==> config.mk <==
export PLATFORM = sky130hd
export DESIGN_NAME = led_pattern_driver
export DESIGN_NICKNAME = d
export VERILOG_FILES = /design/src/rtl/led_pkg.sv /design/src/rtl/led_tick_gen.sv /design/src/rtl/led_pattern_driver.sv
export SDC_FILE = /design/constraint.sdc
export NUM_CORES = 1
export LEC_CHECK = 0
export BUFFER_PORTS_ARGS = -buffer_cell sky130_fd_sc_hd__buf_4
export CORE_MARGIN = 2
export CORE_UTILIZATION = 53
export CTS_BUF_LIST = sky130_fd_sc_hd__clkbuf_8 sky130_fd_sc_hd__clkbuf_16
export CTS_CLUSTER_DIAMETER = 200
export CTS_CLUSTER_SIZE = 12
export DETAILED_ROUTE_END_ITERATION = 7
export PLACE_DENSITY = 0.8
export SYNTH_ARGS = -nofsm -noshare
export SYNTH_HDL_FRONTEND = slang
export SYNTH_SLANG_ARGS = --single-unit
==> constraint.sdc <==
create_clock -name clk -period 2.3 [get_ports clk]
set_input_delay 0.23 -clock clk [delete_from_list [all_inputs] [get_ports clk]]
set_output_delay 0.23 -clock clk [all_outputs]
set_load 0.02 [all_outputs]
==> src/rtl/led_pkg.sv <==
// Shared types and constants for the LED pattern driver.
// Holds the pattern-mode enum and the entry value of each pattern.
package led_pkg;

  typedef enum logic [1:0] {
    LED_OFF     = 2'd0,
    LED_BLINK   = 2'd1,
    LED_CHASE   = 2'd2,
    LED_BREATHE = 2'd3
  } led_mode_t;

  localparam logic [3:0] CHASE_INIT = 4'b0001;
  localparam logic [3:0] BLINK_INIT = 4'b1111;

  // Pattern register value on entry to a mode.
  // BREATHE derives the LEDs from PWM, so its entry is dark.
  function automatic logic [3:0] entry_pat(
    input led_mode_t m
  );
    logic [3:0] p;
    p = 4'b0000;
    unique case (m)
      LED_BLINK: p = BLINK_INIT;
      LED_CHASE: p = CHASE_INIT;
      default:   p = 4'b0000;
    endcase
    return p;
  endfunction

endpackage

==> src/rtl/led_tick_gen.sv <==
// Prescaler: counts 0..TICK_DIV-1 and flags the last count.
// Ports: clk, rst (async high), tick_o (1-cycle pulse).
module led_tick_gen #(
  parameter int TICK_DIV = 50_000
) (
  input  logic clk,
  input  logic rst,
  output logic tick_o
);

  localparam int W = $clog2(TICK_DIV);
  localparam logic [W-1:0] LAST = W'(TICK_DIV - 1);
  localparam logic [W-1:0] ONE  = W'(1);

  logic [W-1:0] cnt_q;
  logic [W-1:0] cnt_d;

  assign tick_o = (cnt_q == LAST);

  always_comb begin
    cnt_d = tick_o ? '0 : cnt_q + ONE;
  end

  always_ff @(posedge clk or posedge rst) begin
    if (rst) cnt_q <= '0;
    else     cnt_q <= cnt_d;
  end

endmodule

==> src/rtl/led_pattern_driver.sv <==
// Drives four LEDs with off/blink/chase/PWM-breathe patterns.
// Ports: clk, rst, mode/mode_vld/mode_rdy, pio_led, step.
module led_pattern_driver
  import led_pkg::*;
#(
  parameter int TICK_DIV   = 50_000,
  parameter int STEP_TICKS = 256,
  parameter int PWM_BITS   = 8
) (
  input  logic       clk,
  input  logic       rst,
  input  led_mode_t  mode,
  input  logic       mode_vld,
  output logic       mode_rdy,
  output logic [3:0] pio_led,
  output logic       step
);

  localparam int SW = (STEP_TICKS > 1) ? $clog2(STEP_TICKS) : 1;
  localparam logic [SW-1:0] STEP_LAST = SW'(STEP_TICKS - 1);
  localparam logic [SW-1:0] S_ONE = SW'(1);
  localparam logic [PWM_BITS-1:0] P_ONE = PWM_BITS'(1);
  localparam logic [PWM_BITS-1:0] P_MAX = '1;

  logic tick;

  led_tick_gen #(
    .TICK_DIV (TICK_DIV)
  ) u_tick (
    .clk    (clk),
    .rst    (rst),
    .tick_o (tick)
  );

  led_mode_t         state_q, state_d;
  led_mode_t         pend_q, pend_d;
  logic              pend_vld_q, pend_vld_d;
  logic [SW-1:0]     step_cnt_q, step_cnt_d;
  logic [PWM_BITS-1:0] pwm_q, pwm_d;
  logic [PWM_BITS-1:0] duty_q, duty_d;
  logic              dn_q, dn_d;
  logic [3:0]        pat_q, pat_d;
  logic [3:0]        led_q, led_d;
  logic              step_q, step_d;

  logic accept;
  logic apply;
  logic step_hit;

  // A request is held while one is pending, so ready is
  // simply the absence of a pending request.
  assign mode_rdy = ~pend_vld_q;
  assign pio_led  = led_q;
  assign step     = step_q;

  assign accept   = mode_vld & ~pend_vld_q;
  // Only a pend registered on an earlier edge can apply, so an
  // accept coincident with tick waits for the next tick.
  assign apply    = tick & pend_vld_q;
  assign step_hit = tick & (step_cnt_q == STEP_LAST);

  always_comb begin
    state_d    = state_q;
    pend_d     = pend_q;
    pend_vld_d = pend_vld_q;
    step_cnt_d = step_cnt_q;
    pwm_d      = pwm_q + P_ONE;
    duty_d     = duty_q;
    dn_d       = dn_q;
    pat_d      = pat_q;
    step_d     = 1'b0;

    if (accept) begin
      pend_d     = mode;
      pend_vld_d = 1'b1;
    end

    if (apply) begin
      state_d    = pend_q;
      pend_vld_d = 1'b0;
      step_cnt_d = '0;
      pat_d      = entry_pat(pend_q);
      duty_d     = '0;
      dn_d       = 1'b0;
    end else if (tick) begin
      step_cnt_d = step_hit ? '0 : step_cnt_q + S_ONE;
      unique case (state_q)
        LED_OFF: ;
        LED_BLINK: begin
          if (step_hit) begin
            pat_d  = ~pat_q;
            step_d = 1'b1;
          end
        end
        LED_CHASE: begin
          if (step_hit) begin
            pat_d  = {pat_q[2:0], pat_q[3]};
            step_d = 1'b1;
          end
        end
        LED_BREATHE: begin
          step_d = 1'b1;
          if (!dn_q) begin
            if (duty_q == P_MAX) begin
              duty_d = duty_q - P_ONE;
              dn_d   = 1'b1;
            end else begin
              duty_d = duty_q + P_ONE;
            end
          end else begin
            if (duty_q == '0) begin
              duty_d = P_ONE;
              dn_d   = 1'b0;
            end else begin
              duty_d = duty_q - P_ONE;
            end
          end
        end
        default: ;
      endcase
    end

    if (!apply && state_q == LED_BREATHE) begin
      led_d = {4{pwm_q < duty_q}};
    end else begin
      led_d = pat_d;
    end
  end

  always_ff @(posedge clk or posedge rst) begin
    if (rst) begin
      state_q    <= LED_OFF;
      pend_q     <= LED_OFF;
      pend_vld_q <= 1'b0;
      step_cnt_q <= '0;
      pwm_q      <= '0;
      duty_q     <= '0;
      dn_q       <= 1'b0;
      pat_q      <= 4'b0000;
      led_q      <= 4'b0000;
      step_q     <= 1'b0;
    end else begin
      state_q    <= state_d;
      pend_q     <= pend_d;
      pend_vld_q <= pend_vld_d;
      step_cnt_q <= step_cnt_d;
      pwm_q      <= pwm_d;
      duty_q     <= duty_d;
      dn_q       <= dn_d;
      pat_q      <= pat_d;
      led_q      <= led_d;
      step_q     <= step_d;
    end
  end

endmodule

# Yosys cells after proc, flatten, opt, wreduce, memory -nomap -nowiden
# Cells that the tools add are included.
# totals
word_cells,67
register_bits,55
input_bits,5
rom_bits,0
latch_bits,0
memories,0
ram_bits,0
out_inout_bits,6
# classes
n_bitwise,5
n_mux,29
magnitude_cmp,1
add_sub_neg,5
reduce_logical,8
n_mul,0
n_div,0
n_shift,0
n_eq_ne,8
# op_table
op,count
two-way mux 8 bit,9
"adder 8 x 1 -> 8 bit, second input constant",3
two-way mux 4 bit,5
"adder 16 x 1 -> 16 bit, second input constant",1
"== test 16 bit, second input constant",1
"== test 8 bit, second input constant",2
two-way mux 16 bit,1
case mux 4 bit (2 select lines),2
two-way mux 1 bit,11
zero test 8 bit,1
less-than comparator 8 bit,1
"subtractor 8 x 1 -> 8 bit, second input constant",1
"== test 2 bit, second input constant",3
nonzero test 2 bit,3
"== test 2 x 1 -> 1 bit, second input constant",2
inverter 4 bit,1
AND 1 bit,3
case mux 1 bit (2 select lines),1
AND reduction 2 bit,1
OR reduction 2 bit,1
logical AND 1 bit,1
zero test 1 bit,1
inverter 1 bit,1

# Longest topological paths before layout
# Gate-level depths: netlist (run 1).
# logic_depth
depth_word,7
ltp_mapped,7
mapped_depth_nobuf,7

# Modules after synthesis
# Synthesis (run 1) repeated with hierarchy kept, for this count alone.
# hier_totals
cells_unflattened,305
hier_area_um2,3072.9
# by_module_without_submodules
mod,area_each_um2,seq_area_each_um2,cells_each,instances
led_pattern_driver,2316.0,975.9,237,1
led_tick_gen,757.0,400.4,68,1

# Worst setup path before layout (run 1)
# Ideal clock, no wire load.
# synth_timing
path_kind,register to register
start,reg u_tick.cnt_q[11]
end,reg duty_q[2]
n_path_buf,1
setup_slack_ns,-0.044
synth_period_minus_slack_ns,2.344
path_stages_with_launch,7
required_time_ns,2.217
arrival_time_ns,2.261
setup_ns,0.083
path_cell_list,dfrtp_1 -> or4b_1 -> buf_2 -> or4_4 -> nand2b_4 -> or4_1 -> o21ai_0
# synth_between
elab_chain_len,4
elab_cells_between_ends,6
cone_classes,eq/ne (1); mux (1); bitwise (1); reduce/logical (3)
# synth_rtl
item,line_no,text
start: declaration,led_tick_gen.sv:15,logic [W-1:0] cnt_q;
start signal: assignment,led_tick_gen.sv:26,else cnt_q <= cnt_d;
== test 16 bit *,led_tick_gen.sv:18,assign tick_o = (cnt_q == LAST);
AND 1 bit,led_pattern_driver.sv:59,assign apply = tick & pend_vld_q;
nonzero test 2 bit (no line),n/a,
AND reduction 2 bit (no line),n/a,
end signal: assignment,led_pattern_driver.sv:148,duty_q <= duty_d;
end: declaration,led_pattern_driver.sv:40,"logic [PWM_BITS-1:0] duty_q, duty_d;"
# Every way passes the cells marked *; elsewhere a longest branch is shown, timed or not.
# A chain may end at the register's enable or synchronous reset.

# Worst setup path after layout (run 1)
# layout_timing
start,reg u_tick.cnt_q[10]
end,reg duty_q[2]
# Same word-level chain as after synthesis.

==> results.md, run 1 <==
| Metric | This run | Unit |
|---|---|---|
| Highest layer used for signal routing | met4 | - |
| Clock transition at the registers of the reported paths | 0.09 | ns |
| Count of flip-flops with a built-in enable after synthesis | 0 | - |
| Setup_tns | 0 | ns |
| Area grow syn2layout | 16.2 | % |
| I/O pin count | 11 | - |
| Total met2 wirelength after detailed routing | 3340 | um |
| Critical path origin | u_tick.cnt_q[10]$_DFF_PP0_ | - |
| Part of the total power dissipated in the clock network | 32.7 | % |
| Depth of the worst register-to-register path | 5 | - |
| Slew @ Worst Pin | 0.749 | ns |
| Vias | 2680 | - |
| Std-Cell Rows | 28 | - |
| Maximum number of pins on one net before global-route repair | 25 | - |
| Switching share of total power | 21.0 | % |
| Avg Inst Size Synth | 9.41 | sq um |
| Worst-case clock skew | 0.00584 | ns |
| Maximum number of buffers from clock root to sink | 2 | - |
| Reg2Reg Capture Point | duty_q[2]$_DFFE_PP0P_ | - |
| Avg Vias per Cell | 5.94 | - |
| # Max-Cap Violations | 0 | - |
| Clock sinks | 55 | - |
| Worst Path Required | 2.54 | ns |
| Hold/Removal Path Class | in2reg | - |
| Clk_lat worst skew | 0.30 | ns |
| Slowest-stage cell, CP | or4b_4 | - |
| Final period demand of the worst path | 2.29 | ns |
| Placed cell count | 437 | - |
| Standard cell core area | 0.00582 | sq mm |
| Total inserted antenna cells | 0 | - |
| Most frequent standard cell in the layout excluding fill and tap cells | dfrtp_1 | - |
| Remaining global-route overflow | 0 | - |
| Wire per inst | 15.2 | um |
| Tcrit/Tclk final | 99.4 | % |
| Capturing element of the worst setup path | duty_q[2]$_DFFE_PP0P_ | - |
| Layout Nets | 397 | - |
| CTS tree | yes | - |
| Cell accounting for the most synthesized area | dfrtp_1 | - |
| Buffer and inverter count on the worst path | 0 | - |
| Number of fill cells in the layout | 502 | - |
| Router iterations before antenna repair | 4 | - |
| Highest-count cells in the layout ignoring fill and taps | dfrtp_1 (55), buf_4 (38), nand2_1 (26) | - |
| Number of cells produced by synthesis | 335 | - |
| Net switching power of the design | 0.000317 | W |
| CP peak stage delay | 0.59 | ns |
| Iteration-0 DRC Markers | 188 | - |
| Number of hold-slack violations in the final timing report | 0 | - |
| Ratio of cells with drive above 1 in the final layout | 17.0 | % |
| Critical R2R Launch | u_tick.cnt_q[10]$_DFF_PP0_ | - |
| Syn_nets | 357 | - |
| Final Max Slew Viols | 0 | - |
| Antenna violations before repair | 0 | - |
| Synth Cell Area | 0.00315 | sq mm |
| Flip-flop and latch count after synthesis | 55 | - |
| Distinct cell type count after synthesis | 52 | - |
| Family with the most delay on the worst path | simple AND/OR/NAND/NOR gates | - |
| Status | complete, no violations | - |
| Die Span Y | 81.1 | um |
| Number of synthesis warnings | 0 | - |
| CTS root buf | clkbuf_8 | - |
| Wire length on met3 | 333 | um |
| Unrepaired setup endpoints after global routing | yes | - |
| Setup crit start kind | register | - |
| Arrival time reported for the critical path endpoint | 2.52 | ns |
| Top-area cell type share of the netlist area | 43.7 | % |
| Internal Power | 0.00119 | W |
| Width of the die | 81.1 | um |
| Dominant register cell in the synthesized netlist | dfrtp_1 | - |
| RD Place Congestion | 0.886 | - |
| Proportion of power drawn by combinational gates | 2.7 | % |
| Endpoints failing setup | 0 | - |
| Residual antenna-violating net count after detailed routing | 0 | - |
| Total Wirelength | 6860 | um |
| Total power | 0.00151 | W |
| Vias in the first global route | 2558 | - |
| PwrDens | 411 | mW/mm^2 |
| H-tree depth reported by CTS | 2 | - |
| Post-layout utilization of the core | 63.0 | % |
| CP Max Fanout | 5 | - |
| Critical path depth in cells | 5 | - |
| Tot GR Track Use | 22.7 | % |
| FFs w/ async S/R, synth | 100 | % |
| Total of buffers placed on input and output ports | 10 | - |
| Category of the worst setup path capture point | register | - |
| Leakage Power | 1.68 | nW |
| Kind of critical path | reg2reg | - |
| Sequential element share of the synthesized area | 43.7 | % |
| Wl on met1 | 3100 | um |
| Leading cell types by total area after synthesis | dfrtp_1 (44%), ha_1 (6.7%), o21ai_0 (4.0%), xnor2_1 (3.6%), nand3_1 (3.3%) | - |
| Upper clock frequency limit | 438 | MHz |
| Die area | 0.00658 | sq mm |
| Wire length of the first global-routing pass | 11700 | um |
| Series of cell instances along the critical path | or4b_4 -> or4_4 -> nand2b_4 -> or4_1 -> o21ai_1 | - |
| Sequential fraction of design power | 64.6 | % |
| CTS Buf Count | 5 | - |
| Post-detail-place hpwl | 5210 | um |
| VDD IR-drop max | 0.270 | mV |
| Max-Slew Margin vs Limit | 49.6 | % |
| Number of cells in the finished layout apart from fillers | 451 | - |
| Flop-to-flop setup slack | 0.01 | ns |
| DR DRC count | 0 | - |
| Worst hold-check slack | 0.160 | ns |
| Initial core utilization | 54.2 | % |
[logic make-up after synthesis]
logic type	share of synthesized area, %
AND/OR/NAND/NOR	23.9
AO/OA/AOI/OAI	14.3
flip-flops	43.7
buffers and inverters	3.61
XOR/XNOR	6.11
adder cells (fa/ha/maj)	6.75
multiplexers	1.67
[power groups by stage]
stage,combinational (W),clock (W),sequential [W]
after global placement,0.0000386,0,0.000992
after CTS,0.0000419,0.000515,0.000973
after detailed placement,0.0000403,0,0.000992
final,0.0000405,0.000493,0.000973
after floorplan,0.0000236,0,0.000991
after global routing,0.0000480,0.000552,0.000974
[layer usage]
layer / track usage (%) / vias up
met1: 31.5 / 1291
li1: - / 1307
met5: 0 / -
met2: 36.3 / 71
met3: 3.56 / 11
met4: 7.63 / 0
[worst reg2reg max path, cell delays in order (launching register included)]
cell and delay [ns]:
dfrtp_1 0.39, or4b_4 0.59, or4_4 0.51, nand2b_4 0.17
or4_1 0.47, o21ai_1 0.09
[sequential cells by signal, summed over array words and instances, names as in the netlist, 2 cells and up]
signal	flops
duty_q	8
pat_q	4
pend_q	2
pio_led	4
pwm_q	8
state_q	2
step_cnt_q	8
u_tick.cnt_q	16
[worst min-delay path by stage]
stage               depth (start not counted)                    end  slack [ns]     from
floorplan                                   2  pend_q[1]$_DFFE_PP0P_        0.35  mode[1]
global placement                            2     pwm_q[0]$_DFF_PP0_        0.18      rst
detailed placement                          2     pwm_q[1]$_DFF_PP0_        0.18      rst
CTS                                         2  pend_q[0]$_DFFE_PP0P_        0.15  mode[0]
global route                                2  pend_q[0]$_DFFE_PP0P_        0.16  mode[0]
finish                                      2  pend_q[0]$_DFFE_PP0P_        0.16  mode[0]
[final cells by class]
class	instances	area, sq um	area share (%)
Inverter	21	78.8	2.15
Timing Repair Buffer	40	307	8.37
Multi-Input combinational cell	252	1730	47.1
Clock buffer	5	68.8	1.88
Tap cell	75	93.8	2.56
Clock inverter	3	12.5	0.342
Sequential cell	55	1380	37.6
[cells in the mapped netlist, drive strengths merged, types with 3 or more instances]
master / number
a21oi: 16
a31oi: 3
and3: 10
and4: 3
clkbuf: 5
dfrtp: 55
ha: 17
inv: 21
mux2i: 3
nand2: 26
nand2b: 4
nand3: 21
nand4: 12
nand4b: 3
nor2: 25
nor2b: 3
nor3: 8
nor4: 6
o211ai: 4
o21ai: 26
o2bb2ai: 3
o31ai: 5
or4: 6
xnor2: 13
xor2: 9
[stage by stage]
step / cell area, sq um / setup WS (ns)
after floorplan: 3160 / 0.00682
after global placement: 3480 / 0.0214
after detailed placement: 3480 / -0.0678
after CTS: 3590 / 0.0284
after global routing: 3660 / -0.0613
final: 3660 / 0.0144
[timing repair]
action                                  CTS  global route
hold endpoints to repair                 10             0
cloned                                    0             0
endpoints found under the setup margin   10            12
setup buffers                             2             3
resized for setup                         3             9
hold buffers                              1             0
pin swaps                                 1             5
Note: power is estimated with default switching activity, not from simulation.
==> run 2: changes to the inputs <==
--- a/config.mk
+++ b/config.mk
@@ -8,11 +8,9 @@
 export BUFFER_PORTS_ARGS = -buffer_cell sky130_fd_sc_hd__buf_4
 export CORE_MARGIN = 2
 export CORE_UTILIZATION = 53
-export CTS_BUF_LIST = sky130_fd_sc_hd__clkbuf_8 sky130_fd_sc_hd__clkbuf_16
-export CTS_CLUSTER_DIAMETER = 200
 export CTS_CLUSTER_SIZE = 12
 export DETAILED_ROUTE_END_ITERATION = 7
-export PLACE_DENSITY = 0.8
+export PLACE_DENSITY_LB_ADDON = 0.2
 export SYNTH_ARGS = -nofsm -noshare
 export SYNTH_HDL_FRONTEND = slang
 export SYNTH_SLANG_ARGS = --single-unit
==> run 2 against run 1 <==
Effect of this change:
- core utilization is essentially flat
- global-route usage shrank 0.64 points
- register-to-register slack gained 0.02 ns
- sequential power is essentially flat
- highest routed layer unchanged
==> results.md, run 2 (synthesized netlist as in run 1, its figures left out) <==
| Metric | This run | Unit | Delta |
|---|---|---|---|
| Initial core utilization | 54.2 | % | unchanged |
| Die area | 0.00658 | sq mm | unchanged |
| Endpoints failing setup | 0 | - | unchanged |
| Clk_lat worst skew | 0.31 | ns | about the same |
| Layout Nets | 394 | - | -0.76% |
| DR DRC count | 0 | - | unchanged |
| H-tree depth reported by CTS | 2 | - | unchanged |
| Tcrit/Tclk final | 98.6 | % | -0.80 points |
| I/O pin count | 11 | - | unchanged |
| Number of hold-slack violations in the final timing report | 0 | - | unchanged |
| CTS Buf Count | 5 | - | unchanged |
| Final period demand of the worst path | 2.27 | ns | -0.0185 ns |
| Worst Path Required | 2.54 | ns | about the same |
| Register containing the most flip-flops in the final layout | u_tick.cnt_q | - |  |
| Unrepaired setup endpoints after global routing | yes | - |  |
| Most frequent standard cell in the layout excluding fill and tap cells | dfrtp_1 | - |  |
| Worst-case clock skew | 0.00767 | ns | +0.00183 ns |
| Status | complete, no violations | - |  |
| Setup_tns | 0 | ns | unchanged |
| Vias | 2651 | - | -1.1% |
| Width of the die | 81.1 | um | unchanged |
| Post-layout utilization of the core | 63.0 | % | about the same |
| CTS root buf | clkbuf_8 | - |  |
| Slew @ Worst Pin | 0.680 | ns | -0.0684 ns |
| Setup crit start kind | register | - |  |
| Remaining global-route overflow | 0 | - | unchanged |
| Maximum number of buffers from clock root to sink | 2 | - | unchanged |
| Total inserted antenna cells | 0 | - | unchanged |
| Kind of critical path | reg2reg | - |  |
| Category of the worst setup path capture point | register | - |  |
| Wire per inst | 14.6 | um | -4.2% |
| Standard cell core area | 0.00582 | sq mm | unchanged |
| Total of buffers placed on input and output ports | 10 | - | unchanged |
| # Max-Cap Violations | 0 | - | unchanged |
| Residual antenna-violating net count after detailed routing | 0 | - | unchanged |
| Wire length of the first global-routing pass | 11300 | um | -3.2% |
| Leakage Power | 1.66 | nW | -1.4% |
| CP Max Fanout | 4 | - | -1 |
| Avg Vias per Cell | 5.92 | - | -0.42% |
| Iteration-0 DRC Markers | 151 | - | -20% |
| Arrival time reported for the critical path endpoint | 2.50 | ns | -0.02 ns |
| Upper clock frequency limit | 441 | MHz | +0.81% |
| Post-detail-place hpwl | 4780 | um | -8.1% |
| Highest-count cells in the layout ignoring fill and taps | dfrtp_1 (55), buf_4 (35), nand2_1 (26) | - |  |
| Clock transition at the registers of the reported paths | 0.09 | ns | about the same |
| Maximum number of pins on one net before global-route repair | 56 | - | +120% |
| Router iterations before antenna repair | 5 | - | +1 |
| Die Span Y | 81.1 | um | unchanged |
| VDD IR-drop max | 0.318 | mV | +18% |
| Hold/Removal Path Class | in2reg | - |  |
| Ratio of cells with drive above 1 in the final layout | 16.6 | % | -0.40 points |
| Max-Slew Margin vs Limit | 54.2 | % | +4.6 points |
| RD Place Congestion | 0.911 | - | +2.9% |
| Vias in the first global route | 2471 | - | -3.4% |
| PwrDens | 455 | mW/mm^2 | +11% |
| Tot GR Track Use | 22.0 | % | -0.64 points |
| Number of fill cells in the layout | 493 | - | -1.8% |
| CTS tree | yes | - |  |
| Std-Cell Rows | 28 | - | unchanged |
| Flip-flop count of the largest register, all copies and words added | 16 | - | unchanged |
| Total Wirelength | 6520 | um | -4.9% |
| Area grow syn2layout | 16.3 | % | about the same |
| Clock sinks | 55 | - | unchanged |
| Final Max Slew Viols | 0 | - | unchanged |
| Antenna violations before repair | 0 | - | unchanged |
run 2: path summary, 6_finish.rpt:
kind,startpoint,end,slack (ns),depth (start not counted)
max reg2reg,u_tick.cnt_q[4]$_DFF_PP0_,duty_q[3]$_DFFE_PP0P_,0.03,5
min reg2reg,u_tick.cnt_q[0]$_DFF_PP0_,u_tick.cnt_q[0]$_DFF_PP0_,0.49,1
min,mode[1],pend_q[1]$_DFFE_PP0P_,0.14,3
max in group asynchronous,rst,u_tick.cnt_q[5]$_DFF_PP0_,1.54,4
max,u_tick.cnt_q[4]$_DFF_PP0_,duty_q[3]$_DFFE_PP0P_,0.03,5
min in group asynchronous,rst,u_tick.cnt_q[0]$_DFF_PP0_,0.53,4
run 2: layout make-up:
class | instances | area (sq um) | share of cell area [%]
sequential | 55 | 1380 | 37.6
inverter | 21 | 78.8 | 2.15
clock buffer | 6 | 82.6 | 2.25
tap | 75 | 93.8 | 2.56
clock inverter | 2 | 35.0 | 0.956
multi-input combinational | 252 | 1710 | 46.5
timing repair buffer | 37 | 293 | 7.99
run 2: timing repair:
| item | in CTS | in global routing |
|---|---|---|
| endpoints found under the setup margin | 12 | 9 |
| setup buffers | 1 | 1 |
| pin swaps | 1 | 2 |
| resized for setup | 3 | 5 |
| hold endpoints to repair | 55 | 0 |
| hold buffers | 1 | 0 |
run 2: through the flow:
| step | hold slack, ns | area, sq um | instances | worst slack, ns | total power (W) |
|---|---|---|---|---|---|
| after floorplan | 0.347 | 3160 | 335 | 0.00682 | 0.00101 |
| after global placement | 0.312 | 3490 | 437 | -0.0169 | 0.00103 |
| after detailed placement | 0.316 | 3490 | 437 | -0.0728 | 0.00103 |
| after CTS | 0.132 | 3640 | 447 | 0.0183 | 0.00170 |
| after global routing | 0.136 | 3660 | 448 | -0.0368 | 0.00175 |
| final | 0.135 | 3660 | 448 | 0.0329 | 0.00167 |
run 2: worst max-delay path, stage by stage, from the launching register on:
cell      delay (ns)
dfrtp_1         0.39
or4b_4          0.55
or4_4           0.55
nand2b_4        0.16
or4_1           0.46
o21ai_1         0.09
run 2: power by group:
part | switching [W] | internal [W]
combinational | 0.0000267 | 0.0000151
clock | 0.000302 | 0.000352
sequential | 0.00000234 | 0.000970
total | 0.000331 | 0.00134
run 2: per-layer routing:
layer	vias to the layer above	GRT usage, %	share of wire [%]
met1	1281	31.4	49
met3	11	3.67	3.6
met5	-	0	0
met2	50	34.0	45
met4	0	7.80	2.1
li1	1309	-	-
==> run 3: changes to the inputs <==
==> constraint.sdc (replaced) <==
create_clock -name clk -period 2.71 [get_ports clk]
set_input_delay 0.271 -clock clk [delete_from_list [all_inputs] [get_ports clk]]
set_output_delay 0.271 -clock clk [all_outputs]
set_load 0.02 [all_outputs]
==> run 3 against run 2 <==
Effect of this change:
- register-to-register slack better by 0.19 ns
- critical path depth is the same
- power fell by 14%
- design area is 5.2% lower
- critical path type unchanged
==> results.md, run 3 (synthesized netlist as in run 1, its figures left out) <==
| Metric | This run | Unit | Delta |
|---|---|---|---|
| Status | complete, no violations | - |  |
| Area grow syn2layout | 10.2 | % |  |
| Worst-case clock skew | 0.0132 | ns | +0.00555 ns |
| Total of buffers placed on input and output ports | 10 | - | unchanged |
| Flip-flop count of the largest register, all copies and words added | 16 | - | unchanged |
| Avg Vias per Cell | 5.90 | - | -0.22% |
| DR DRC count | 0 | - | unchanged |
| Series of cell instances along the critical path | or4b_1 -> or4_4 -> nand2b_4 -> or4_1 -> o21ai_0 | - |  |
| Maximum number of pins on one net before global-route repair | 56 | - | unchanged |
| Family with the most delay on the worst path | simple AND/OR/NAND/NOR gates | - |  |
| RD Place Congestion | 0.923 | - | +1.3% |
| Post-CTS Setup Bufs | 0 | - | -1 |
| Clock transition at the registers of the reported paths | 0.10 | ns | about the same |
| Critical path depth in cells | 5 | - | unchanged |
| Setup crit start kind | register | - |  |
| Max-Slew Margin vs Limit | 54.2 | % | +0.071 points |
| Most frequent standard cell in the layout excluding fill and tap cells | dfrtp_1 | - |  |
| Critical path origin | u_tick.cnt_q[11]$_DFF_PP0_ | - |  |
| Total inserted antenna cells | 0 | - | unchanged |
| Ratio of cells with drive above 1 in the final layout | 11.0 | % | -5.6 points |
| VDD IR-drop max | 0.243 | mV | -24% |
| Reg2Reg Capture Point | duty_q[2]$_DFFE_PP0P_ | - |  |
| Router iterations before antenna repair | 4 | - | -1 |
| Final Max Slew Viols | 0 | - | unchanged |
| Layout Nets | 375 | - | -4.8% |
| Iteration-0 DRC Markers | 136 | - | -9.9% |
| Setup_tns | 0 | ns | unchanged |
| Std-Cell Rows | 28 | - | unchanged |
| Vias in the first global route | 2377 | - | -3.8% |
| Antenna violations before repair | 0 | - | unchanged |
| Clock sinks | 55 | - | unchanged |
| Depth of the worst register-to-register path | 5 | - | unchanged |
| Number of cells in the finished layout apart from fillers | 429 | - | -4.2% |
| Worst Path Required | 2.95 | ns | +0.41 ns |
| Die area | 0.00658 | sq mm | unchanged |
| Remaining global-route overflow | 0 | - | unchanged |
| Die Span Y | 81.1 | um | unchanged |
| Post-detail-place hpwl | 4910 | um | +2.7% |
| Initial core utilization | 54.2 | % | unchanged |
| Flop-to-flop setup slack | 0.23 | ns | +0.19 ns |
| Endpoints failing setup | 0 | - | unchanged |
| Highest-count cells in the layout ignoring fill and taps | dfrtp_1 (55), nand2_1 (26), o21ai_0 (25), nor2_1 (25), nand3_1 (21) | - |  |
| Critical R2R Launch | u_tick.cnt_q[11]$_DFF_PP0_ | - |  |
| Hold-fix buffer count after cts | 0 | - | -1 |
| Capturing element of the worst setup path | duty_q[2]$_DFFE_PP0P_ | - |  |
| CTS tree | yes | - |  |
| Tot GR Track Use | 22.8 | % | +0.76 points |
| Arrival time reported for the critical path endpoint | 2.72 | ns | +0.22 ns |
| Upper clock frequency limit | 403 | MHz | -8.7% |
| # Max-Cap Violations | 0 | - | unchanged |
| Total Wirelength | 6680 | um | +2.3% |
| Residual antenna-violating net count after detailed routing | 0 | - | unchanged |
| CP Max Fanout | 7 | - | +3 |
| Register containing the most flip-flops in the final layout | u_tick.cnt_q | - |  |
| CTS root buf | clkbuf_8 | - |  |
| I/O pin count | 11 | - | unchanged |
| Hold/Removal Path Class | in2async | - |  |
| Unrepaired setup endpoints after global routing | no | - |  |
| Leakage Power | 1.55 | nW | -6.7% |
| Tcrit/Tclk final | 91.6 | % | -6.9 points |
| Maximum number of buffers from clock root to sink | 2 | - | unchanged |
| Standard cell core area | 0.00582 | sq mm | unchanged |
| Clk_lat worst skew | 0.32 | ns | about the same |
| Placed cell count | 421 | - | -3.7% |
| Number of hold-slack violations in the final timing report | 0 | - | unchanged |
| Final period demand of the worst path | 2.48 | ns | +0.216 ns |
| Width of the die | 81.1 | um | unchanged |
| Cts repair resizes | 0 | - | -3 |
| Buffer and inverter count on the worst path | 0 | - | unchanged |
| CP peak stage delay | 0.66 | ns | +0.11 ns |
| CTS Buf Count | 5 | - | unchanged |
| Wire length of the first global-routing pass | 11500 | um | +2.0% |
| Kind of critical path | reg2reg | - |  |
| H-tree depth reported by CTS | 2 | - | unchanged |
| Category of the worst setup path capture point | register | - |  |
| Slew @ Worst Pin | 0.686 | ns | +0.00612 ns |
| PwrDens | 414 | mW/mm^2 | -9.0% |
| Wire per inst | 15.6 | um | +6.9% |
| Vias | 2533 | - | -4.5% |
| Slowest-stage cell, CP | or4b_1 | - |  |
-- run 3: worst min-delay path by stage --
stage                     startpoint                    end  slack (ns)  cells past startpoint
after floorplan              mode[1]  pend_q[1]$_DFFE_PP0P_        0.39                      2
after global placement       mode[1]  pend_q[1]$_DFFE_PP0P_        0.47                      3
after detailed placement     mode[1]  pend_q[1]$_DFFE_PP0P_        0.48                      3
after CTS                    mode[1]  pend_q[1]$_DFFE_PP0P_        0.15                      3
after global routing         mode[1]  pend_q[1]$_DFFE_PP0P_        0.17                      3
final                            rst     pwm_q[5]$_DFF_PP0_        0.13                      3
-- run 3: stage by stage --
stage | setup slack (ns) | hold WS, ns | power (W) | cell area [sq um] | util [%]
final | 0.227 | 0.129 | 0.00144 | 3470 | 59.7
after global routing | 0.0636 | 0.166 | 0.00149 | 3470 | 59.7
after CTS | 0.221 | 0.146 | 0.00145 | 3470 | 59.7
after detailed placement | 0.239 | 0.483 | 0.000875 | 3350 | 57.6
after global placement | 0.273 | 0.472 | 0.000875 | 3350 | 57.6
after floorplan | 0.366 | 0.388 | 0.000861 | 3150 | -
-- run 3: cell type report --
class                   count  area (sq um)
multi-input cells         252          1670
inverters                  21          78.8
flip-flops and latches     55          1380
repair buffers             18           135
clock inverters             2          38.8
well taps                  75          93.8
clock buffers               6          82.6
fillers                   533          2340
-- run 3: layer usage --
metal	wire length, um	GRT usage, %	vias to the layer above
li1	-	-	1266
met1	3370	35.0	1208
met2	3000	33.2	55
met3	285	4.00	4
met4	28	5.76	0
met5	0	0	-
-- run 3: where the power goes --
group,total [W],internal (W),switching [W]
Clock,0.000581,0.000304,0.000277
Sequential,0.000826,0.000824,0.00000245
Combinational,0.0000314,0.00000958,0.0000218
Total,0.00144,0.00114,0.000301
-- run 3: worst reg2reg max path: cells and delay by family, from the launching register on --
kind,cells,cell delay [ns]
simple gates,4,1.91
compound gates,1,0.09
flops,1,0.42
